**src/rtl/clock_frec_meter.sv**
```systemverilog
// Gated frequency/period meter: counts synchronized rising edges of sig_in over a
// fixed clk_in window and reports the edge count and the last inter-edge period.
module clock_frec_meter #(
   parameter real FREC_IN      = 100.0,
   parameter int  GATE_US      = 10,
   parameter int  COUNT_WIDTH  = 16,
   parameter int  PERIOD_WIDTH = 16,
   parameter bit  CONTINUOUS   = 1'b0
) (
   input  logic                    clk_in,
   input  logic                    reset,
   input  logic                    sig_in,
   input  logic                    start,
   output logic                    busy,
   output logic                    valid,
   output logic [COUNT_WIDTH-1:0]  edge_count,
   output logic [PERIOD_WIDTH-1:0] period_cycles,
   output logic                    overflow
);

   localparam int GATE_RAW    = $rtoi(FREC_IN * GATE_US + 0.5);
   localparam int GATE_CYCLES = (GATE_RAW < 2) ? 2 : GATE_RAW;
   localparam int GW          = $clog2(GATE_CYCLES + 1);

   localparam logic [GW-1:0]           GATE_LAST  = GW'(GATE_CYCLES - 1);
   localparam logic [COUNT_WIDTH-1:0]  EDGE_MAX   = '1;
   localparam logic [PERIOD_WIDTH-1:0] PERIOD_MAX = '1;

   typedef enum logic [1:0] {IDLE, GATE, DONE} state_t;

   state_t state, state_nxt;

   logic [2:0]              sync_q;
   logic                    rise;
   logic [GW-1:0]           gate_cnt, gate_nxt;
   logic [COUNT_WIDTH-1:0]  edge_cnt, edge_nxt;
   logic [PERIOD_WIDTH-1:0] per_cnt, per_cnt_nxt;
   logic [PERIOD_WIDTH-1:0] per_reg, per_reg_nxt;
   logic                    first_seen, first_nxt;
   logic                    ovf, ovf_nxt;
   logic                    clear, counting, gate_done;

   // Two flops resolve metastability; the third gives the previous level for edge detect.
   // NOTE: sequential state uses non-blocking assignments so every flop samples pre-edge values.
   always_ff @(posedge clk_in or negedge reset) begin
      if (!reset) sync_q <= '0;
      else        sync_q <= {sync_q[1:0], sig_in};
   end

   assign rise = sync_q[1] & ~sync_q[2];

   always_ff @(posedge clk_in or negedge reset) begin
      if (!reset) state <= IDLE;
      else        state <= state_nxt;
   end

   always_comb begin
      state_nxt = state;
      unique case (state)
         IDLE:    if (start) state_nxt = GATE;
         GATE:    if (gate_cnt == GATE_LAST) state_nxt = DONE;
         DONE:    state_nxt = CONTINUOUS ? GATE : IDLE;
         default: state_nxt = IDLE;
      endcase
   end

   always_comb begin
      busy  = (state != IDLE);
      valid = (state == DONE);
   end

   assign clear     = ((state == IDLE) && start) || ((state == DONE) && CONTINUOUS);
   assign counting  = (state == GATE);
   assign gate_done = counting && (gate_cnt == GATE_LAST);

   // NOTE: every variable gets a default first so no path leaves it unassigned (no latches).
   always_comb begin
      gate_nxt    = gate_cnt;
      edge_nxt    = edge_cnt;
      per_cnt_nxt = per_cnt;
      per_reg_nxt = per_reg;
      first_nxt   = first_seen;
      ovf_nxt     = ovf;
      if (clear) begin
         gate_nxt    = '0;
         edge_nxt    = '0;
         per_cnt_nxt = '0;
         per_reg_nxt = '0;
         first_nxt   = 1'b0;
         ovf_nxt     = 1'b0;
      end else if (counting) begin
         gate_nxt = gate_cnt + GW'(1);
         if (rise) begin
            if (edge_cnt == EDGE_MAX) ovf_nxt  = 1'b1;
            else                      edge_nxt = edge_cnt + COUNT_WIDTH'(1);
            // Counter was reloaded to 1 on the previous rise, so it now holds the distance.
            if (first_seen) per_reg_nxt = per_cnt;
            per_cnt_nxt = PERIOD_WIDTH'(1);
            first_nxt   = 1'b1;
         end else if (first_seen) begin
            if (per_cnt == PERIOD_MAX) ovf_nxt     = 1'b1;
            else                       per_cnt_nxt = per_cnt + PERIOD_WIDTH'(1);
         end
      end
   end

   always_ff @(posedge clk_in or negedge reset) begin
      if (!reset) begin
         gate_cnt   <= '0;
         edge_cnt   <= '0;
         per_cnt    <= '0;
         per_reg    <= '0;
         first_seen <= 1'b0;
         ovf        <= 1'b0;
      end else begin
         gate_cnt   <= gate_nxt;
         edge_cnt   <= edge_nxt;
         per_cnt    <= per_cnt_nxt;
         per_reg    <= per_reg_nxt;
         first_seen <= first_nxt;
         ovf        <= ovf_nxt;
      end
   end

   // Results load on entry to DONE (including a rise on the final gate cycle) and hold until the next one.
   always_ff @(posedge clk_in or negedge reset) begin
      if (!reset) begin
         edge_count    <= '0;
         period_cycles <= '0;
         overflow      <= 1'b0;
      end else if (gate_done) begin
         edge_count    <= edge_nxt;
         period_cycles <= per_reg_nxt;
         overflow      <= ovf_nxt;
      end
   end

endmodule

```
**config.mk**
```make
export PLATFORM = sky130hd
export DESIGN_NAME = clock_frec_meter
export DESIGN_NICKNAME = d
export VERILOG_FILES = /design/src/rtl/clock_frec_meter.sv
export SDC_FILE = /design/constraint.sdc
export NUM_CORES = 1
export LEC_CHECK = 0
export ABC_AREA = 1
export CORE_UTILIZATION = 42
export DETAILED_ROUTE_END_ITERATION = 8
export GPL_ROUTABILITY_DRIVEN = 0
export PLACE_DENSITY = 0.63
export RECOVER_POWER = 25
export SYNTH_ARGS = -nofsm -noshare
export SYNTH_HDL_FRONTEND = slang
export SYNTH_SLANG_ARGS = --single-unit
export TNS_END_PERCENT = 1
```
**constraint.sdc**
```tcl
create_clock -name clk_in -period 2.3 [get_ports clk_in]
set_clock_uncertainty 0.05 [all_clocks]
set_input_delay 0.575 -clock clk_in [delete_from_list [all_inputs] [get_ports clk_in]]
set_output_delay 0.575 -clock clk_in [all_outputs]
set_load 0.01 [all_outputs]
```
Word level (Yosys, flattened, before mapping)
Index checks and enable logic that the tools add are counted.
{"block": "word_totals", "memories": 0, "latch_bits": 0, "mem_bits_ro": 0, "regBits": 98, "ram_bits": 0, "output_inout_bits": 35}
{"block": "op_classes", "n_shift": 0, "eq_ne": 8, "magnitude_cmp": 0, "n_bitwise": 2, "add_sub_neg": 3, "multipliers": 0, "mux": 27, "div": 0, "n_reduce_logical": 10}
{"op": "$mux 16", "n": 13}
{"op": "$add 16x1->16 const B", "n": 2}
{"op": "$eq 16x16->1 const B", "n": 2}
{"op": "$mux 10", "n": 2}
{"op": "$add 10x1->10 const B", "n": 1}
{"op": "$eq 10x10->1 const B", "n": 1}
{"op": "$mux 1", "n": 9}
{"op": "$reduce_bool 2->1", "n": 3}
{"op": "$mux 2", "n": 2}
{"op": "$pmux 2 s2", "n": 1}
{"op": "$reduce_and 2->1", "n": 2}
{"op": "$ne 3x3->1 const B", "n": 1}
{"op": "$reduce_and 3->1", "n": 1}
{"op": "$reduce_bool 3->1", "n": 1}
{"op": "$eq 2x1->1 const B", "n": 1}
{"op": "$eq 2x2->1 const B", "n": 1}
{"op": "$logic_and 1x1->1", "n": 2}
{"op": "$logic_not 2->1", "n": 1}
{"op": "$ne 2x1->1 const B", "n": 1}
{"op": "$ne 2x2->1 const B", "n": 1}
{"op": "$and 1x1->1", "n": 1}
{"op": "$not 1->1", "n": 1}

Logic depth before layout (Yosys ltp)
{"block": "depth", "word_depth": 6, "depth_mapped": 12, "ltp_nobuf": 11}

Least setup slack after synthesis
Ideal clock, no wire load.
{"block": "synth_path", "path_kind": "flip-flop to flip-flop", "start": "register per_cnt[0]", "end": "register per_cnt[15]", "slack_ns": 0.708, "setup_ns": 0.118, "t_arrival_ns": 1.424, "stages_incl_launch_ff": 13, "n_path_buf": 1, "path_cell_list": "dfrtp_1 > ha_1 > nand2_1 > nor2_2 > nand2_2 > nor2_2 > nand2_1 > nand3_2 > nand2_4 > clkinv_4 > buf_8 > nand2_1 > o21ai_2"}
{"block": "synth_between", "elab_chain_cells": 6, "word_cells_on_any_way": 9, "classes_between": "add/sub (1); eq/ne (2); mux (5); reduce/logical (1)"}
{"element": "start, declared", "line_no": "37", "source": "logic [PERIOD_WIDTH-1:0] per_cnt, per_cnt_nxt;"}
{"element": "start signal, assigned", "line_no": "118", "source": "per_cnt <= per_cnt_nxt;"}
{"element": "$add 16x1->16", "line_no": "102", "source": "else per_cnt_nxt = per_cnt + PERIOD_WIDTH'(1);"}
{"element": "$mux 16", "line_no": "101", "source": "if (per_cnt == PERIOD_MAX) ovf_nxt = 1'b1;"}
{"element": "$mux 16", "line_no": "100", "source": "end else if (first_seen) begin"}
{"element": "$mux 16", "line_no": "93", "source": "if (rise) begin"}
{"element": "$mux 16", "line_no": "91", "source": "end else if (counting) begin"}
{"element": "$mux 16", "line_no": "84", "source": "if (clear) begin"}
Several ways; a longest one is shown, not always the timed one. The select of a mux whose other input is x is not followed.
A chain may end at the register's enable or synchronous reset.

Final worst setup path
{"block": "layout_path", "start": "register state[1]", "end": "output port valid"}
{"block": "layout_between", "elab_chain_cells": 1}
{"element": "start, declared", "line_no": "31", "source": "state_t state, state_nxt;"}
{"element": "start signal, assigned", "line_no": "54", "source": "else state <= state_nxt;"}
{"element": "$eq 2x2->1"}
{"element": "end, declared", "line_no": "15", "source": "output logic valid,"}
No other way between the ends.

==> out/summary.txt <==
status: complete, no violations
clock sink count: 98
critical path type: register to output pin
mean area per synthesized cell: 7.88 sq um
GRT Util Overall: 18.9%
FF-to-FF path depth: 10
Worst Slack Setup Final: 0.246 ns
Leakage: 2.82 nW
Clock Power Share: 37.8%
dpl ws: 0.187 ns
Worst Path Arrival: 1.43 ns
R2R Path End: period_cycles[13]$_DFFE_PN0P_
CTS tree: done
fraction of power consumed by sequential logic: 49.7%
nets@finish: 669
Distinct cells, synth: 40
hold crit path type: input pin to async pin
DIE WIDTH: 110 um
Sw Pwr: 1.05 mW
first-pass GRT wire length: 17700 um
FFs w/ async S/R, synth: 100%
Ys Warns: 0
vias in the first global route: 3704
max-cap viol count: 0
Pins Over Slew Limit: 0
Setup TNS: 0 ns
n_diodes: 0
crit start category: register
RSZ-0062 raised after global routing: false
core area: 11400 sq um
Seq/Total Area, Yosys: 49.9%
DR WL/cell: 12.8 um
fmax: 487 MHz
Total Power: 3.94 mW
drt pass-1 iters: 4
Finish-stage setup viols: 0
Root Driver: clkbuf_16
DP HPWL: 7310 um
maximum vdd ir drop: 0.000499 V
Mapped Area: 4920 sq um
Post-CTS Resized: 0
die area: 12100 sq um
Comb power frac: 12.4%
share of cells above drive strength 1: 9.32%
fin crit share: 89.3%
Yosys reg bits: 98
Most used DFF post-synth: dfrtp_1
largest net degree at the start of global routing: 56
CTS Buf Count: 9
Die H: 110 um
number of synthesized flops with an enable pin: 0
Power Density: 691 nW/um^2
sw frac: 26.7%
Via Count: 4012
number of nets still failing antenna checks after routing: 0
Slew headroom: 38.5%
initial antenna violation count: 0
CP Capture Type: output pin
clk_lat worst skew: 0.34 ns
# DRC: 0
final core utilization: 50.0%
Bufs on Longest Clock Path: 2
P_int: 2.89 mW
register-to-register setup slack: 0.31 ns
worst path required time: 1.67 ns
grt ovf: 0
Post-CTS Hold Fix Bufs: 0
I/O Pins: 39
launching point of the worst reg2reg path: sync_q[2]$_DFF_PN0_
cell count after placement: 794
Slew @ Worst Pin: 0.922 ns
Total Routed Length: 10300 um
final cell count without fillers: 808
number of vias per cell: 4.97
H-tree Lvls: 3
Mapped Cells: 624
post-layout min period: 2.05 ns
Initial Utilization: 43.1%
Worst Path Max Fanout: 3
Syn Nets: 631
area added between synthesis and finish: 16.1%
final hold vios: 0
setup bufs post-CTS: 0
# rows: 39
Clock transition at path regs: 0.06 ns
DR iter-0 viols: 205
number of port buffers: 38
## worst max-delay path by stage
stage	from	endpoint	depth (start not counted)
floorplan	per_cnt[0]$_DFFE_PN0P_	per_cnt[15]$_DFFE_PN0P_	12
detailed placement	start	per_cnt[14]$_DFFE_PN0P_	8
global placement	start	per_cnt[14]$_DFFE_PN0P_	8
CTS	state[1]$_DFFE_PN0P_	valid	3
finish	state[1]$_DFFE_PN0P_	valid	3
global route	gate_cnt[0]$_DFFE_PN0P_	period_cycles[13]$_DFFE_PN0P_	7
## critical path, cell delays in order, from the launching register on
cell,delay [ns]
dfrtp_1,0.40
inv_2,0.06
nor2_1,0.08
clkdlybuf4s50_1,0.54
## synthesized netlist by cell type, types with 4 or more instances
master | n | area share [%]
a21oi_1 | 8 | 0.81
nor2_1 | 48 | 3.7
dfrtp_1 | 98 | 50
inv_1 | 76 | 5.8
nand2_2 | 5 | 0.64
or2_1 | 13 | 1.7
buf_2 | 4 | 0.41
o21ai_1 | 32 | 3.3
nand2_1 | 164 | 13
xor2_1 | 4 | 0.71
o21ai_0 | 15 | 1.5
clkbuf_1 | 10 | 0.76
nor2_2 | 8 | 1.0
nor3_1 | 6 | 0.61
nand4_1 | 18 | 2.3
or2_2 | 6 | 0.76
nand3_1 | 62 | 6.3
inv_2 | 11 | 0.84
## per-layer routing
layer / vias up / global-route usage [%] / routed length, um
li1: 2058 / - / -
met5: - / 0 / 0
met2: 81 / 29.2 / 4590
met3: 15 / 3.82 / 434
met4: 0 / 6.67 / 187
met1: 1858 / 26.4 / 5120
## cell type report
class	instances	area, sq um
repair buffers	46	429
well taps	143	179
flip-flops and latches	98	2450
clock inverters	4	53.8
multi-input cells	419	2020
clock buffers	10	239
inverters	88	335
fillers	1164	5710
## power by group through the flow
stage                     Clock, mW  Combinational [mW]  Sequential [mW]
after floorplan                   0               0.372             1.96
after global placement            0               0.488             1.99
after detailed placement          0               0.504             1.99
after CTS                      1.53               0.506             1.96
after global routing           1.59               0.583             1.98
final                          1.49               0.491             1.96
## logic make-up (layout without fill, tap and decap cells)
family | Yosys count | in the layout | synth area share, %
buffers and inverters | 107 | 148 | 9.06
DFF | 98 | 98 | 49.9
xor gates and xnor gates | 6 | 6 | 1.07
and+or+nand+nor | 345 | 345 | 32.1
adders and majority gates | 3 | 3 | 0.763
AOI/OAI and AO/OA | 65 | 65 | 7.17
## layout by cell type (no fill, tap or decap), types with 8 or more instances in the layout
master,instances
nand2_1,164
dfrtp_1,98
inv_1,76
nand3_1,62
nor2_1,48
clkdlybuf4s50_1,36
o21ai_1,32
nand4_1,18
o21ai_0,15
or2_1,13
inv_2,11
clkbuf_16,9
nor2_2,8
a21oi_1,8
## per-stage QoR
| stage | hold slack, ns | instance area (sq um) |
|---|---|---|
| floorplan | 0.229 | 4920 |
| CTS | 0.132 | 5730 |
| finish | 0.269 | 5710 |
| global route | 0.321 | 5710 |
| global placement | 0.283 | 5440 |
| detailed placement | 0.290 | 5440 |
Note: power is estimated with default switching activity, not from simulation.
